$ cat src/rtl/alarm_pkg.sv
// Shared types and constants for the intrusion-alarm sequencer.
// State codes are externally visible on STATE, so their values are fixed.
package alarm_pkg;

    localparam int TICK_W = 18;
    localparam int CAD_W  = 16;

    typedef logic [TICK_W-1:0] tick_t;
    typedef logic [CAD_W-1:0]  cad_t;

    typedef enum logic [2:0] {
        ST_IDLE      = 3'd0,
        ST_EXIT_DLY  = 3'd1,
        ST_ARMED     = 3'd2,
        ST_ENTRY_DLY = 3'd3,
        ST_ALARM     = 3'd4,
        ST_SILENCED  = 3'd5
    } state_t;

    typedef enum logic [1:0] {
        KEY_OK    = 2'd0,
        KEY_ERROR = 2'd2,
        NO_KEY    = 2'd3
    } key_status_t;

    // States that run the shared delay counter
    function automatic logic is_timed(input state_t s);
        return (s == ST_EXIT_DLY) || (s == ST_ENTRY_DLY) || (s == ST_ALARM);
    endfunction

endpackage

$ cat src/rtl/sync_2ff.sv
// Two-flop synchronizer for one asynchronous level input.
// Both stages clear on synchronous active-low reset.
module sync_2ff (
    input  logic CLK,
    input  logic RST_N,
    input  logic d,
    output logic q
);

    logic meta;

    always_ff @(posedge CLK) begin
        if (!RST_N) begin
            meta <= 1'b0;
            q    <= 1'b0;
        end else begin
            meta <= d;
            q    <= meta;
        end
    end

endmodule

$ cat src/rtl/alarm_sequencer.sv
// Keypad/sensor alarm sequencer: exit/entry delays, alarm with cadenced siren,
// auto-silence and re-trigger. One shared 18-bit delay counter.
//
// state        | meaning
// -------------+--------------------------------------------------------
// ST_IDLE      | disarmed, waiting for a valid code to arm
// ST_EXIT_DLY  | exit delay running, sensors ignored
// ST_ARMED     | armed, watching sensors and wrong-code attempts
// ST_ENTRY_DLY | door opened, entry delay running before alarm
// ST_ALARM     | siren cadencing until disarm or max duration
// ST_SILENCED  | siren timed out, any new sensor opening re-alarms
import alarm_pkg::*;

module alarm_sequencer #(
    parameter int EXIT_TICKS      = 150000,
    parameter int ENTRY_TICKS     = 150000,
    parameter int SIREN_MAX_TICKS = 262143,
    parameter int SIREN_ON_TICKS  = 5000,
    parameter int SIREN_OFF_TICKS = 5000
) (
    input  logic              CLK,
    input  logic              RST_N,
    input  logic              ARM_REQ,
    input  logic              DISARM_REQ,
    input  logic              KEY_FAIL,
    input  logic              SENSOR_DOOR,
    input  logic              SENSOR_WIN,
    output logic [2:0]        STATE,
    output logic              SIREN_OUT,
    output logic [TICK_W-1:0] REMAIN
);

    localparam tick_t EXIT_LOAD  = tick_t'(EXIT_TICKS - 1);
    localparam tick_t ENTRY_LOAD = tick_t'(ENTRY_TICKS - 1);
    localparam tick_t ALARM_LOAD = tick_t'(SIREN_MAX_TICKS - 1);
    localparam cad_t  ON_LAST    = cad_t'(SIREN_ON_TICKS - 1);
    localparam cad_t  OFF_LAST   = cad_t'(SIREN_OFF_TICKS - 1);

    state_t      state_q, state_d;
    tick_t       cnt_q, cnt_d;
    logic [1:0]  fail_q, fail_d;
    cad_t        cad_q, cad_d;
    logic        siren_q, siren_d;

    logic        door_s, win_s;
    logic        door_prev, win_prev;

    key_status_t key_st;
    logic        expiry;
    logic        fail_inc;
    logic [1:0]  fail_sat;
    logic        lockout;
    logic        sensor_rise;
    logic        entering;

    sync_2ff u_sync_door (
        .CLK   (CLK),
        .RST_N (RST_N),
        .d     (SENSOR_DOOR),
        .q     (door_s)
    );

    sync_2ff u_sync_win (
        .CLK   (CLK),
        .RST_N (RST_N),
        .d     (SENSOR_WIN),
        .q     (win_s)
    );

    always_ff @(posedge CLK) begin
        if (!RST_N) begin
            state_q   <= ST_IDLE;
            cnt_q     <= '0;
            fail_q    <= '0;
            cad_q     <= '0;
            siren_q   <= 1'b0;
            door_prev <= 1'b0;
            win_prev  <= 1'b0;
        end else begin
            state_q   <= state_d;
            cnt_q     <= cnt_d;
            fail_q    <= fail_d;
            cad_q     <= cad_d;
            siren_q   <= siren_d;
            door_prev <= door_s;
            win_prev  <= win_s;
        end
    end

    // A valid disarm code in the same cycle as a wrong code counts as correct
    always_comb begin
        key_st = NO_KEY;
        if (DISARM_REQ) begin
            key_st = KEY_OK;
        end else if (KEY_FAIL) begin
            key_st = KEY_ERROR;
        end
    end

    always_comb begin
        expiry      = is_timed(state_q) && (cnt_q == '0);
        fail_inc    = (key_st == KEY_ERROR) &&
                      ((state_q == ST_ARMED) || (state_q == ST_ENTRY_DLY));
        fail_sat    = (fail_inc && (fail_q != 2'd3)) ? fail_q + 2'd1 : fail_q;
        lockout     = (fail_sat == 2'd3);
        sensor_rise = (door_s & ~door_prev) | (win_s & ~win_prev);
    end

    always_comb begin
        state_d = state_q;
        case (state_q)
            ST_IDLE: begin
                if (ARM_REQ) state_d = ST_EXIT_DLY;
            end
            ST_EXIT_DLY: begin
                if (DISARM_REQ)  state_d = ST_IDLE;
                else if (expiry) state_d = ST_ARMED;
            end
            ST_ARMED: begin
                if (DISARM_REQ)   state_d = ST_IDLE;
                else if (win_s)   state_d = ST_ALARM;
                else if (lockout) state_d = ST_ALARM;
                else if (door_s)  state_d = ST_ENTRY_DLY;
            end
            ST_ENTRY_DLY: begin
                if (DISARM_REQ)   state_d = ST_IDLE;
                else if (expiry)  state_d = ST_ALARM;
                else if (win_s)   state_d = ST_ALARM;
                else if (lockout) state_d = ST_ALARM;
            end
            ST_ALARM: begin
                if (DISARM_REQ)  state_d = ST_IDLE;
                else if (expiry) state_d = ST_SILENCED;
            end
            ST_SILENCED: begin
                if (DISARM_REQ)       state_d = ST_IDLE;
                else if (sensor_rise) state_d = ST_ALARM;
            end
            default: state_d = ST_IDLE;
        endcase
    end

    always_comb begin
        entering = (state_d != state_q);
        cnt_d    = '0;
        if (entering && (state_d == ST_EXIT_DLY)) begin
            cnt_d = EXIT_LOAD;
        end else if (entering && (state_d == ST_ENTRY_DLY)) begin
            cnt_d = ENTRY_LOAD;
        end else if (entering && (state_d == ST_ALARM)) begin
            cnt_d = ALARM_LOAD;
        end else if (is_timed(state_d) && (cnt_q != '0)) begin
            cnt_d = cnt_q - tick_t'(1);
        end
    end

    always_comb begin
        fail_d = (state_d == ST_IDLE) ? 2'd0 : fail_sat;
    end

    // Siren register doubles as the cadence phase: high = on-phase
    always_comb begin
        siren_d = 1'b0;
        cad_d   = '0;
        if (state_d == ST_ALARM) begin
            if (entering) begin
                siren_d = 1'b1;
            end else if (siren_q) begin
                siren_d = (cad_q != ON_LAST);
                cad_d   = (cad_q == ON_LAST) ? '0 : cad_q + cad_t'(1);
            end else begin
                siren_d = (cad_q == OFF_LAST);
                cad_d   = (cad_q == OFF_LAST) ? '0 : cad_q + cad_t'(1);
            end
        end
    end

    assign STATE     = state_q;
    assign SIREN_OUT = siren_q;
    assign REMAIN    = cnt_q;

endmodule

$ cat config.mk
export PLATFORM = sky130hd
export DESIGN_NAME = alarm_sequencer
export DESIGN_NICKNAME = d
export VERILOG_FILES = /design/src/rtl/alarm_pkg.sv /design/src/rtl/sync_2ff.sv /design/src/rtl/alarm_sequencer.sv
export SDC_FILE = /design/constraint.sdc
export NUM_CORES = 1
export LEC_CHECK = 0
export CAP_MARGIN = 25
export CORE_MARGIN = 10
export CORE_UTILIZATION = 60
export DETAILED_ROUTE_END_ITERATION = 7
export DONT_BUFFER_PORTS = 1
export GPL_TIMING_DRIVEN = 0
export PLACE_DENSITY = 0.83
export SYNTH_ARGS = -nofsm -noshare
export SYNTH_HDL_FRONTEND = slang
export SYNTH_SLANG_ARGS = --single-unit
$ cat constraint.sdc
create_clock -name CLK -period 3.3 [get_ports CLK]
set_input_delay 0.66 -clock CLK [delete_from_list [all_inputs] [get_ports CLK]]
set_output_delay 0.66 -clock CLK [all_outputs]
set_load 0.05 [all_outputs]
# Word level (Yosys, flattened, before mapping)
# Cells that the tools add are included.
# Widths: inputs -> output; s select.
# totals
elab_cells,81
latchBits,0
input_bits,7
mem_count,0
register_bits,46
mem_bits_ro,0
ramBits,0
# classes
addsub,3
eq_ne,14
n_shift,0
magnitude_cmp,0
n_mul,0
n_mux,25
div_mod_pow,0
n_bitwise,7
n_reduce_logical,20
# ops
operator,n
$mux 18,4
$mux 3,15
$logic_not 18->1,1
$pmux 3 s6,1
$reduce_bool 18->1,1
$sub 18x1->18 const B,1
$add 16x1->16 const B,1
$eq 16x13->1 const B,1
$ne 16x13->1 const B,1
$eq 3x2->1 const B,3
$eq 3x3->1 const B,3
$logic_and 1x1->1,7
$eq 3x1->1 const B,2
$logic_not 3->1,2
$logic_or 1x1->1,5
$eq 2x2->1 const B,2
$mux 2,2
$not 1->1,4
$reduce_or 4->1,1
$mux 1,3
$ne 3x3->1,1
$reduce_or 3->1,1
$add 2x1->2 const B,1
$and 1x1->1,2
other kinds (4),4

# Depth between registers and ports, before layout
# Gate-level depths: netlist of run 1.
# depth
depth_word,20
depth_mapped,9
ltp_nobuf,8

# By module
# A second synthesis of run 1 with hierarchy kept.
# hier_totals
cells_unflattened,275
hier_area_um2,2409.8
# modules_own_cells
mod,seq_area_each_um2,instances,area_per_inst_um2,cells_each
alarm_sequencer,840.8,1,2304.7,267
sync_2ff,40.0,2,52.6,4

# Least setup slack after synthesis of run 1
# Ideal clock, no wire load.
# synth_path
path_kind,input-to-reg
from,input port DISARM_REQ
to,"register cnt_q[11], in the netlist REMAIN[11]"
arrival_ns,2.585
path_slack_ns,0.579
cell_stages,8
cell_sequence,buf_6 or2_1 buf_6 o211a_1 or3_4 o41a_1 a22oi_4 o22ai_1
# synth_via
elab_chain_len,19
word_cells_on_any_way,31
classes_between,eq/ne: 6; mux: 17; reduce/logical: 8
# synth_rtl
item,line,source
start: declaration,alarm_sequencer.sv:24,"input logic DISARM_REQ,"
$mux 2,alarm_sequencer.sv:93,if (DISARM_REQ) begin
$eq 2x2->1,alarm_sequencer.sv:102,fail_inc = (key_st == KEY_ERROR) &&
$logic_and 1x1->1,alarm_sequencer.sv:102,
$logic_and 1x1->1,alarm_sequencer.sv:104,fail_sat = (fail_inc && (fail_q != 2'd3)) ? fail_q + 2'd1 : fail_q;
$mux 2,alarm_sequencer.sv:104,
$eq 2x2->1,alarm_sequencer.sv:105,lockout = (fail_sat == 2'd3);
$mux 3,alarm_sequencer.sv:129,else if (lockout) state_d = ST_ALARM;
$mux 3,alarm_sequencer.sv:128,else if (win_s) state_d = ST_ALARM;
[2 not listed],n/a,
$pmux 3 s6 *,alarm_sequencer.sv:111,case (state_q)
$eq 3x1->1 or $eq 3x2->1 (tied branches),"alarm_pkg.sv:28, alarm_sequencer.sv:146, alarm_sequencer.sv:148",
$logic_or 1x1->1 (2 in series),alarm_pkg.sv:28,return (s == ST_EXIT_DLY) || (s == ST_ENTRY_DLY) || (s == ST_ALARM);
$logic_and 1x1->1,alarm_sequencer.sv:152,end else if (is_timed(state_d) && (cnt_q != '0)) begin
$mux 18,alarm_sequencer.sv:152,
$mux 18,alarm_sequencer.sv:150,end else if (entering && (state_d == ST_ALARM)) begin
$mux 18,alarm_sequencer.sv:148,end else if (entering && (state_d == ST_ENTRY_DLY)) begin
$mux 18 *,alarm_sequencer.sv:146,if (entering && (state_d == ST_EXIT_DLY)) begin
end signal: assignment,alarm_sequencer.sv:81,cnt_q <= cnt_d;
end: declaration,alarm_sequencer.sv:40,"tick_t cnt_q, cnt_d;"
# Every way passes the cells marked *; elsewhere a longest branch is shown, timed or not.
# A chain may end at the register's enable or synchronous reset.

# Final worst setup path of run 1
# layout_path
from,"register state_q[1], in the netlist STATE[1]"
to,"register cnt_q[17], in the netlist REMAIN[17]"
# layout_via
elab_chain_len,19
word_cells_on_any_way,44
classes_between,eq/ne: 10; mux: 21; reduce/logical: 13
# layout_rtl
item,line,source
start: declaration,alarm_sequencer.sv:39,"state_t state_q, state_d;"
start signal: assignment,alarm_sequencer.sv:80,state_q <= state_d;
"$eq 3x2->1, on equally long branches","alarm_sequencer.sv:103, alarm_sequencer.sv:111, alarm_pkg.sv:28",
$logic_or 1x1->1,alarm_sequencer.sv:103,((state_q == ST_ARMED) || (state_q == ST_ENTRY_DLY));
$logic_and 1x1->1,alarm_sequencer.sv:102,
$logic_and 1x1->1,alarm_sequencer.sv:104,
$mux 2,alarm_sequencer.sv:104,
$eq 2x2->1,alarm_sequencer.sv:105,
$mux 3,alarm_sequencer.sv:129,
$mux 3,alarm_sequencer.sv:128,
[2 not listed],n/a,
$pmux 3 s6,alarm_sequencer.sv:111,
$eq 3x1->1 or $eq 3x2->1 (tied branches),"alarm_pkg.sv:28, alarm_sequencer.sv:146, alarm_sequencer.sv:148",
$logic_or 1x1->1 (2 in series),alarm_pkg.sv:28,
$logic_and 1x1->1,alarm_sequencer.sv:152,
$mux 18,alarm_sequencer.sv:152,
$mux 18,alarm_sequencer.sv:150,
$mux 18,alarm_sequencer.sv:148,
$mux 18 *,alarm_sequencer.sv:146,
# Marks and branches as above.

==> impl_metrics.ini, run 1 <==
[clock_network]
h-tree-depth = 2
clk_pin_slew_worst_paths_ns = 0.09
worst_skew_pair.late_latency_ns = 0.30
tritoncts = yes
cts_sinks = 46
postCtsHoldBufs = 0
cts_root_buf = clkbuf_8
cts_buffers = 5
cts_buffer_depth = 2

[layout]
fin_cells = 313
drive_above_1_share = 0.0943
syn2layout_area_growth_pct = 7.67
fillers = 289
nets = 275
antenna_cells = 0

[detailed_routing]
dr.first_iter.drc_count = 213
drt-total-wl_mm = 5.10
wl_per_cell_um = 16.3
drt-vias-per-instance = 6.08
dr.pass1.iters = 5
ant_nets = 0
route.detailed.drc = 0
num_vias = 1903

[timing]
rsz0062_at_grt = false
fin_ws_ns = 0.283
setup-tns-final_ns = 0
slew-limit-headroom = 0.449
drv_slew = 0
worst_pin_slew_ns = 0.819
post-route-min-period_ns = 3.02
fin_skew_ns = 0.0147
setup_viol = 0
max_freq_mhz = 332
hold_viol_final = 0
min_period_over_period = 0.914

[logic_synthesis]
synth_common_cells = dfxtp_1 (46), nor2_1 (31), xor2_1 (17)
synth-seq-cells = 46
synthArstFlopShare = 0
synth_seq_area_share = 0.395
ys_warn_count = 0
yosysMostFrequentCell = dfxtp_1
synth_top_area_cell = dfxtp_1
synth_cells = 257
syn-cell-area_um2 = 2330
yosysTopAreaCellShare = 0.395
synthFlopType = dfxtp_1
synthDistinctLibCells = 50
synth_nets = 268
avgSynthCellArea_um2 = 9.08
synth-edff-count = 0
synth_area_leaders = dfxtp_1 (39%), xor2_1 (6.4%), nor2_1 (5.0%), xnor2_1 (4.9%), a21oi_1 (3.0%)

[grt]
grt_use_total = 0.149
grt_pass1_vias = 1739
grt_overflow = 0
grt_pass1_wl_mm = 8.07
grt_max_degree = 14
antenna_found_initial = 0

[place]
place_ws_ns = 0.268
placedCellCount = 305
gp_congestion = 0.876
port_buffers = 0
dp_hpwl_mm = 3.54

[critical_path]
critPathMaxStageDelay_ns = 0.82
worstSetupPathType = reg2reg
cp-start-kind = flip-flop
path_delay_family = compound AO/OA/AOI/OAI gates
endpoint_kind = flip-flop
crit_chain = nand3b_1 > o211a_1 > o311ai_2 > a2111oi_4 > o21ai_2 > o22ai_1
crit_buf_inv = 0
crit_required_ns = 3.47
crit_path_max_fanout = 9
arrival_ns = 3.19
cpMaxStageDelayCell = dfxtp_1

[die]
rows = 22
dieArea_um2 = 6780
fp.coreArea_um2 = 3720
die_x_um = 82.4
pin_count = 29
initial_core_util = 0.628
fp.dieH_um = 82.4

[pwr]
p_per_area_nw_per_um2 = 570
vdd_ir_drop_max_mv = 0.372
leakagePower_uw = 0.000902

[run]
drv_cap = 0

[hold_path]
hold_path.class = reg2reg

[status]
outcome = finished, final reports clean
[layout by cell type, fill, tap and decap left out, types with 2 or more instances in the layout]
cell	count
o21ai_0	12
nor2_1	31
buf_6	3
nor3b_1	2
xnor2_1	13
a21oi_1	14
a21o_1	2
and2_1	7
and3_1	4
ha_1	4
clkbuf_8	5
nand2b_1	4
nand2_1	16
nor3_1	5
o22ai_1	9
inv_1	8
clkbuf_1	5
nor2b_1	3
o41a_1	2
nand4_1	4
o31ai_1	2
dfxtp_1	46
xor2_1	17
nor4_1	6
o31a_1	2
nor4_4	2
or4_1	3
nand3_1	10
[worst register-to-register path: cells and delay by family (launching register included)]
family,cells,cell delay (ns)
AO/OA/AOI/OAI,5,1.75
flip-flops,1,0.82
AND/OR/NAND/NOR,1,0.32
[routing by layer]
layer | vias to the layer above | share of wire | track usage
li1 | 934 | - | -
met2 | 68 | 0.50 | 0.253
met4 | 0 | 0.012 | 0.0493
met1 | 895 | 0.41 | 0.173
met3 | 6 | 0.079 | 0.0454
met5 | - | 0 | 0
[through the flow]
step,utilization,hold WS [ns],total power [uW],area (um^2)
finish,0.676,0.426,1430,2510
global route,0.676,0.438,1500,2510
global placement,0.644,0.414,1020,2390
floorplan,-,0.412,972,2330
CTS,0.673,0.426,1430,2500
detailed placement,0.644,0.419,1030,2390
[area by class of cell]
type                       count  area, um^2  share of cell area
tap                           48        60.1              0.0239
buffer                         6        45.0              0.0179
sequential                    46         921               0.367
inverter                       8        30.0              0.0120
clock buffer                   7        76.3              0.0304
clock inverter                 1        30.0              0.0120
multi-input combinational    197        1350               0.537
[sequential cells by signal, summed over array words and instances (netlist names)]
| signal | flops |
|---|---|
| STATE | 3 |
| u_sync_door.q | 1 |
| win_prev | 1 |
| u_sync_win.q | 1 |
| REMAIN | 18 |
| u_sync_win.meta | 1 |
| cad_q | 16 |
| door_prev | 1 |
| fail_q | 2 |
| SIREN_OUT | 1 |
| u_sync_door.meta | 1 |
[timing repair]
item	CTS	global route
buffers inserted	0	0
resized for setup	0	1
endpoints found under the hold margin	0	0
endpoints found under the setup margin	0	7
[cells by family after synthesis]
group / count (synthesis) / share of synthesized area
AO/OA/AOI/OAI: 55 / 0.175
AND/OR/NAND/NOR: 108 / 0.264
buffers and inverters: 14 / 0.0322
adder cells (fa/ha/maj): 4 / 0.0214
XOR/XNOR: 30 / 0.113
flip-flops: 46 / 0.395
[worst paths after layout]
check,from,to,slack [ns],cells past startpoint
setup / recovery,STATE[1],REMAIN[17],0.28,6
hold / removal,u_sync_door.meta,u_sync_door.q,0.43,1
setup reg to reg,STATE[1],REMAIN[17],0.28,6
hold reg to reg,u_sync_door.meta,u_sync_door.q,0.43,1
[report_power, final]
part / internal [uW] / switching (uW)
clock network: 227 / 181
registers: 590 / 168
logic: 114 / 151
(Power assumes the default switching activity.)
==> run 2, diff against run 1 <==
--- a/config.mk
+++ b/config.mk
@@ -12,6 +12,9 @@
 export DONT_BUFFER_PORTS = 1
 export GPL_TIMING_DRIVEN = 0
 export PLACE_DENSITY = 0.83
+export RECOVER_POWER = 100
+export REMOVE_ABC_BUFFERS = 1
 export SYNTH_ARGS = -nofsm -noshare
 export SYNTH_HDL_FRONTEND = slang
 export SYNTH_SLANG_ARGS = --single-unit
+export TNS_END_PERCENT = 5
==> run 2 against run 1 <==
Compared with the run above:
- combinational power down 5%
- register-to-register slack worse by 0.09 ns
- sequential share of layout area rose by 1.5 points
- utilization is 2.7 points lower
- critical path type unchanged
- largest cell class unchanged
- largest power group unchanged
==> impl_metrics.ini, run 2 (same netlist as run 1, synthesis figures left out) <==
[pwr]
leakagePower_uw = 0.000869
switching_share = 0.373
vdd_ir_drop_max_mv = 0.329
p_clk_frac = 0.254
combPwrFrac = 0.187
p_sw_uw = 505
p_per_area_nw_per_um2 = 562
power_frac_seq = 0.559
total_power_uw = 1350
intPower_uw = 850

[layout]
utilization = 0.649
antenna_cells = 0
drive_above_1_share = 0.0772
most-common-layout-cells = dfxtp_1 (46), nor2_1 (31), xor2_1 (17)
layout_commonest_cell = dfxtp_1
nets = 269
syn2layout_area_growth_pct = 3.32
largest_register_ffs = 18

[grt]
grtUsageMet2 = 0.243
grt_max_degree = 17
grt_overflow = 0
grt.met1_usage = 0.161
grt_pass1_wl_mm = 7.79
grt_pass1_vias = 1764
top_usage_layer = met2
grt_use_total = 0.144
antenna_found_initial = 0
gr-usage-met3 = 0.0529

[hold_path]
hold_path.class = in2reg
hp-start = DISARM_REQ
hold_depth = 1
holdPathEnd = STATE[2]

[critical_path]
cp-start-kind = flip-flop
endpoint_kind = flip-flop
worstSetupPathType = reg2reg
crit_required_ns = 3.54
reg2reg_from = STATE[1]
worstReg2RegEnd = REMAIN[1]
ff2ff_path_depth = 6
crit_path_max_fanout = 10
arrival_ns = 3.34
r2r_slack_ns = 0.19

[clock_network]
cts_root_buf = clkbuf_8
worst_skew_pair.late_latency_ns = 0.31
clk_pin_slew_worst_paths_ns = 0.09
h-tree-depth = 2
postCtsHoldBufs = 0
postCtsSetupBuffers = 0
tritoncts = yes
post_cts_resized = 0
cts_buffer_depth = 2
cts_sinks = 46
cts_buffers = 5

[die]
die_x_um = 82.4
fp.dieH_um = 82.4
fp.coreArea_um2 = 3720
pin_count = 29
dieArea_um2 = 6780
rows = 22
initial_core_util = 0.628

[detailed_routing]
dr.first_iter.drc_count = 138
drt-vias-per-instance = 5.98
wl_per_cell_um = 15.2
route.detailed.drc = 0
dr.pass1.iters = 4
ant_nets = 0
drt-total-wl_mm = 4.68
num_vias = 1837

[timing]
rsz0062_at_grt = false
holdWs_ns = 0.411
slew-limit-headroom = 0.436
post-route-min-period_ns = 3.11
hold_viol_final = 0
max_freq_mhz = 322
min_period_over_period = 0.941
worst_pin_slew_ns = 0.844
setup-tns-final_ns = 0
fin_skew_ns = 0.0156
drv_slew = 0
setup_viol = 0

[place]
port_buffers = 0
gp_congestion = 0.868
dp_hpwl_mm = 3.40

[run]
drv_cap = 0

[status]
outcome = finished, final reports clean
==> run 2: power groups by stage <==
stage	Combinational (uW)	Clock [uW]	Sequential [uW]
final	253	344	758
after global placement	245	0	770
after floorplan	211	0	756
after detailed placement	250	0	772
after global routing	280	372	766
after CTS	252	347	759
==> run 2: per-layer routing <==
metal / vias up / part of all wire
met3: 6 / 0.076
li1: 930 / -
met2: 45 / 0.47
met1: 856 / 0.44
met4: 0 / 0.015
met5: - / 0
==> run 2: worst max-delay path: stages (launching register included) <==
cell and delay [ns]:
dfxtp_1 0.83, nand3b_1 0.30, o211a_1 0.31, or4b_1 0.56, o221ai_1 0.53, a22oi_4 0.26
o22ai_1 0.22
==> run 2: stage by stage <==
stage	std cells	setup WS, ns	area (um^2)
final	307	0.195	2410
after global routing	307	0.0349	2410
after CTS	307	0.239	2430
after detailed placement	299	0.272	2350
after global placement	299	0.306	2350
after floorplan	251	0.661	2290
==> run 2: final cells by class <==
class                           instances  area, um^2
Multi-Input combinational cell        197        1310
Fill cell                             309        1310
Sequential cell                        46         921
Clock buffer                            6        72.6
Tap cell                               48        60.1
Inverter                                8        30.0
Clock inverter                          2        13.8
==> run 2: worst max-delay path by stage <==
stage	cells past startpoint	endpoint	start
3_3_place_gp	6	REMAIN[11]	STATE[2]
3_5_place_dp	6	REMAIN[1]	STATE[2]
4_1_cts	6	REMAIN[1]	STATE[2]
6_report	6	REMAIN[1]	STATE[1]
2_1_floorplan	6	REMAIN[11]	STATE[1]
5_1_grt	6	fail_q[1]	STATE[1]
==> run 3, diff against run 2 <==
--- a/config.mk
+++ b/config.mk
@@ -7,11 +7,11 @@
 export LEC_CHECK = 0
 export CAP_MARGIN = 25
 export CORE_MARGIN = 10
-export CORE_UTILIZATION = 60
+export CORE_UTILIZATION = 50
 export DETAILED_ROUTE_END_ITERATION = 7
 export DONT_BUFFER_PORTS = 1
 export GPL_TIMING_DRIVEN = 0
-export PLACE_DENSITY = 0.83
+export PLACE_DENSITY_LB_ADDON = 0.05
 export RECOVER_POWER = 100
 export REMOVE_ABC_BUFFERS = 1
 export SYNTH_ARGS = -nofsm -noshare
==> run 3 against run 2 <==
Compared with the run above:
- via count shrank 1.7%
- non-clock buffer count is the same
- global-route usage shrank 1.3 points
- register-to-register slack gained 0.08 ns
- clock-buffer cell count is the same
- final area grew 2.4%
- largest power group unchanged
- highest routed layer unchanged
==> impl_metrics.ini, run 3 (same netlist as run 1, synthesis figures left out) <==
[grt]
grt_pass1_wl_mm = 8.29
antenna_found_initial = 0
gr-usage-met3 = 0.0414
grt_use_total = 0.132
grt_pass1_vias = 1739
grt.met1_usage = 0.157
grt_max_degree = 17
top_usage_layer = met2
grt_overflow = 0
grtUsageMet2 = 0.220

[hold_path]
hp-start = DISARM_REQ
hold_path.class = in2reg

[detailed_routing]
ant_nets = 0
route.detailed.drc = 0
num_vias = 1805
drt-total-wl_mm = 4.87
wl_per_cell_um = 15.7
dr.first_iter.drc_count = 173
drt-vias-per-instance = 5.82
dr.pass1.iters = 4

[critical_path]
r2r_slack_ns = 0.27
crit_required_ns = 3.46
crit_buf_inv = 0
reg2reg_from = STATE[1]
worstSetupPathType = reg2reg
ff2ff_path_depth = 6
critPathMaxStageDelay_ns = 0.82
crit_path_max_fanout = 10
cpMaxStageDelayCell = dfxtp_1
endpoint_kind = flip-flop
critPathCapture = REMAIN[11]
setup.worst_path.start = STATE[1]
crit_chain = nand3b_1 > o211a_1 > or3_1 > o41a_1 > a22oi_4 > o22ai_1
arrival_ns = 3.18
cp-start-kind = flip-flop
crit_cells = 6
worstReg2RegEnd = REMAIN[11]
path_delay_family = compound AO/OA/AOI/OAI gates

[pwr]
p_sw_uw = 500
p_clk_frac = 0.297
p_per_area_nw_per_um2 = 584
switching_share = 0.346
leakagePower_uw = 0.000883
vdd_ir_drop_max_mv = 0.276
total_power_uw = 1440
intPower_uw = 943
power_frac_seq = 0.524
combPwrFrac = 0.178

[timing]
rsz0062_at_grt = false
setup-tns-final_ns = 0
post-route-min-period_ns = 3.03
slew-limit-headroom = 0.416
fin_skew_ns = 0.0105
min_period_over_period = 0.917
fin_ws_ns = 0.274
worst_pin_slew_ns = 0.869
hold_viol_final = 0
drv_slew = 0
max_freq_mhz = 330
holdWs_ns = 0.427
setup_viol = 0

[die]
fp.dieH_um = 88.3
die_x_um = 88.3
pin_count = 29
dieArea_um2 = 7800
rows = 24
fp.coreArea_um2 = 4440
initial_core_util = 0.525

[place]
place_ws_ns = 0.214
gp_congestion = 0.814
port_buffers = 0
placedCellCount = 303
dp_hpwl_mm = 3.41

[clock_network]
clk_pin_slew_worst_paths_ns = 0.09
cts_buffer_depth = 2
postCtsSetupBuffers = 0
cts_sinks = 46
cts_buffers = 5
tritoncts = yes
h-tree-depth = 2
cts_root_buf = clkbuf_8
worst_skew_pair.late_latency_ns = 0.30

[layout]
syn2layout_area_growth_pct = 5.84
most-common-layout-cells = dfxtp_1 (46), nor2_1 (31), xor2_1 (17)
fin_cells = 310
nets = 269
layout_commonest_cell = dfxtp_1
largest_register_ffs = 18
drive_above_1_share = 0.0814
antenna_cells = 0

[status]
outcome = finished, final reports clean

[run]
drv_cap = 0
==> run 3: final cells by class <==
| class | count | area (um^2) |
|---|---|---|
| multi-input cells | 197 | 1340 |
| fillers | 410 | 1970 |
| clock buffers | 6 | 82.6 |
| clock inverters | 1 | 30.0 |
| flip-flops and latches | 46 | 921 |
| inverters | 8 | 30.0 |
| well taps | 52 | 65.1 |
==> run 3: stage by stage <==
stage                     instance area [um^2]   util
final                                     2470  0.556
after global routing                      2470  0.556
after CTS                                 2470  0.555
after detailed placement                  2350  0.530
after global placement                    2350  0.530
after floorplan                           2290      -
==> run 3: timing repair <==
action	in CTS	in global routing
hold buffers	0	0
endpoints found under the setup margin	0	9
gates resized for setup	0	1
==> run 3: power by group through the flow <==
stage,clock (uW),sequential (uW),combinational [uW]
3_5_place_dp,0,772,252
5_1_grt,455,766,286
6_report,429,757,258
3_3_place_gp,0,771,250
4_1_cts,438,759,255
2_1_floorplan,0,756,211
==> run 3: worst min-delay path by stage <==
stage                          endpoint  slack, ns  cells past startpoint
after global routing           STATE[2]       0.42                      1
after floorplan           u_sync_door.q       0.41                      1
after CTS                      STATE[2]       0.42                      1
after detailed placement   u_sync_win.q       0.42                      1
after global placement     u_sync_win.q       0.41                      1
final                          STATE[2]       0.43                      1
==> run 3: per-layer routing <==
layer / routed length [um] / vias to the layer above
li1: - / 924
met1: 2170 / 829
met2: 2300 / 46
met3: 347 / 6
met4: 52 / 0
met5: 0 / -
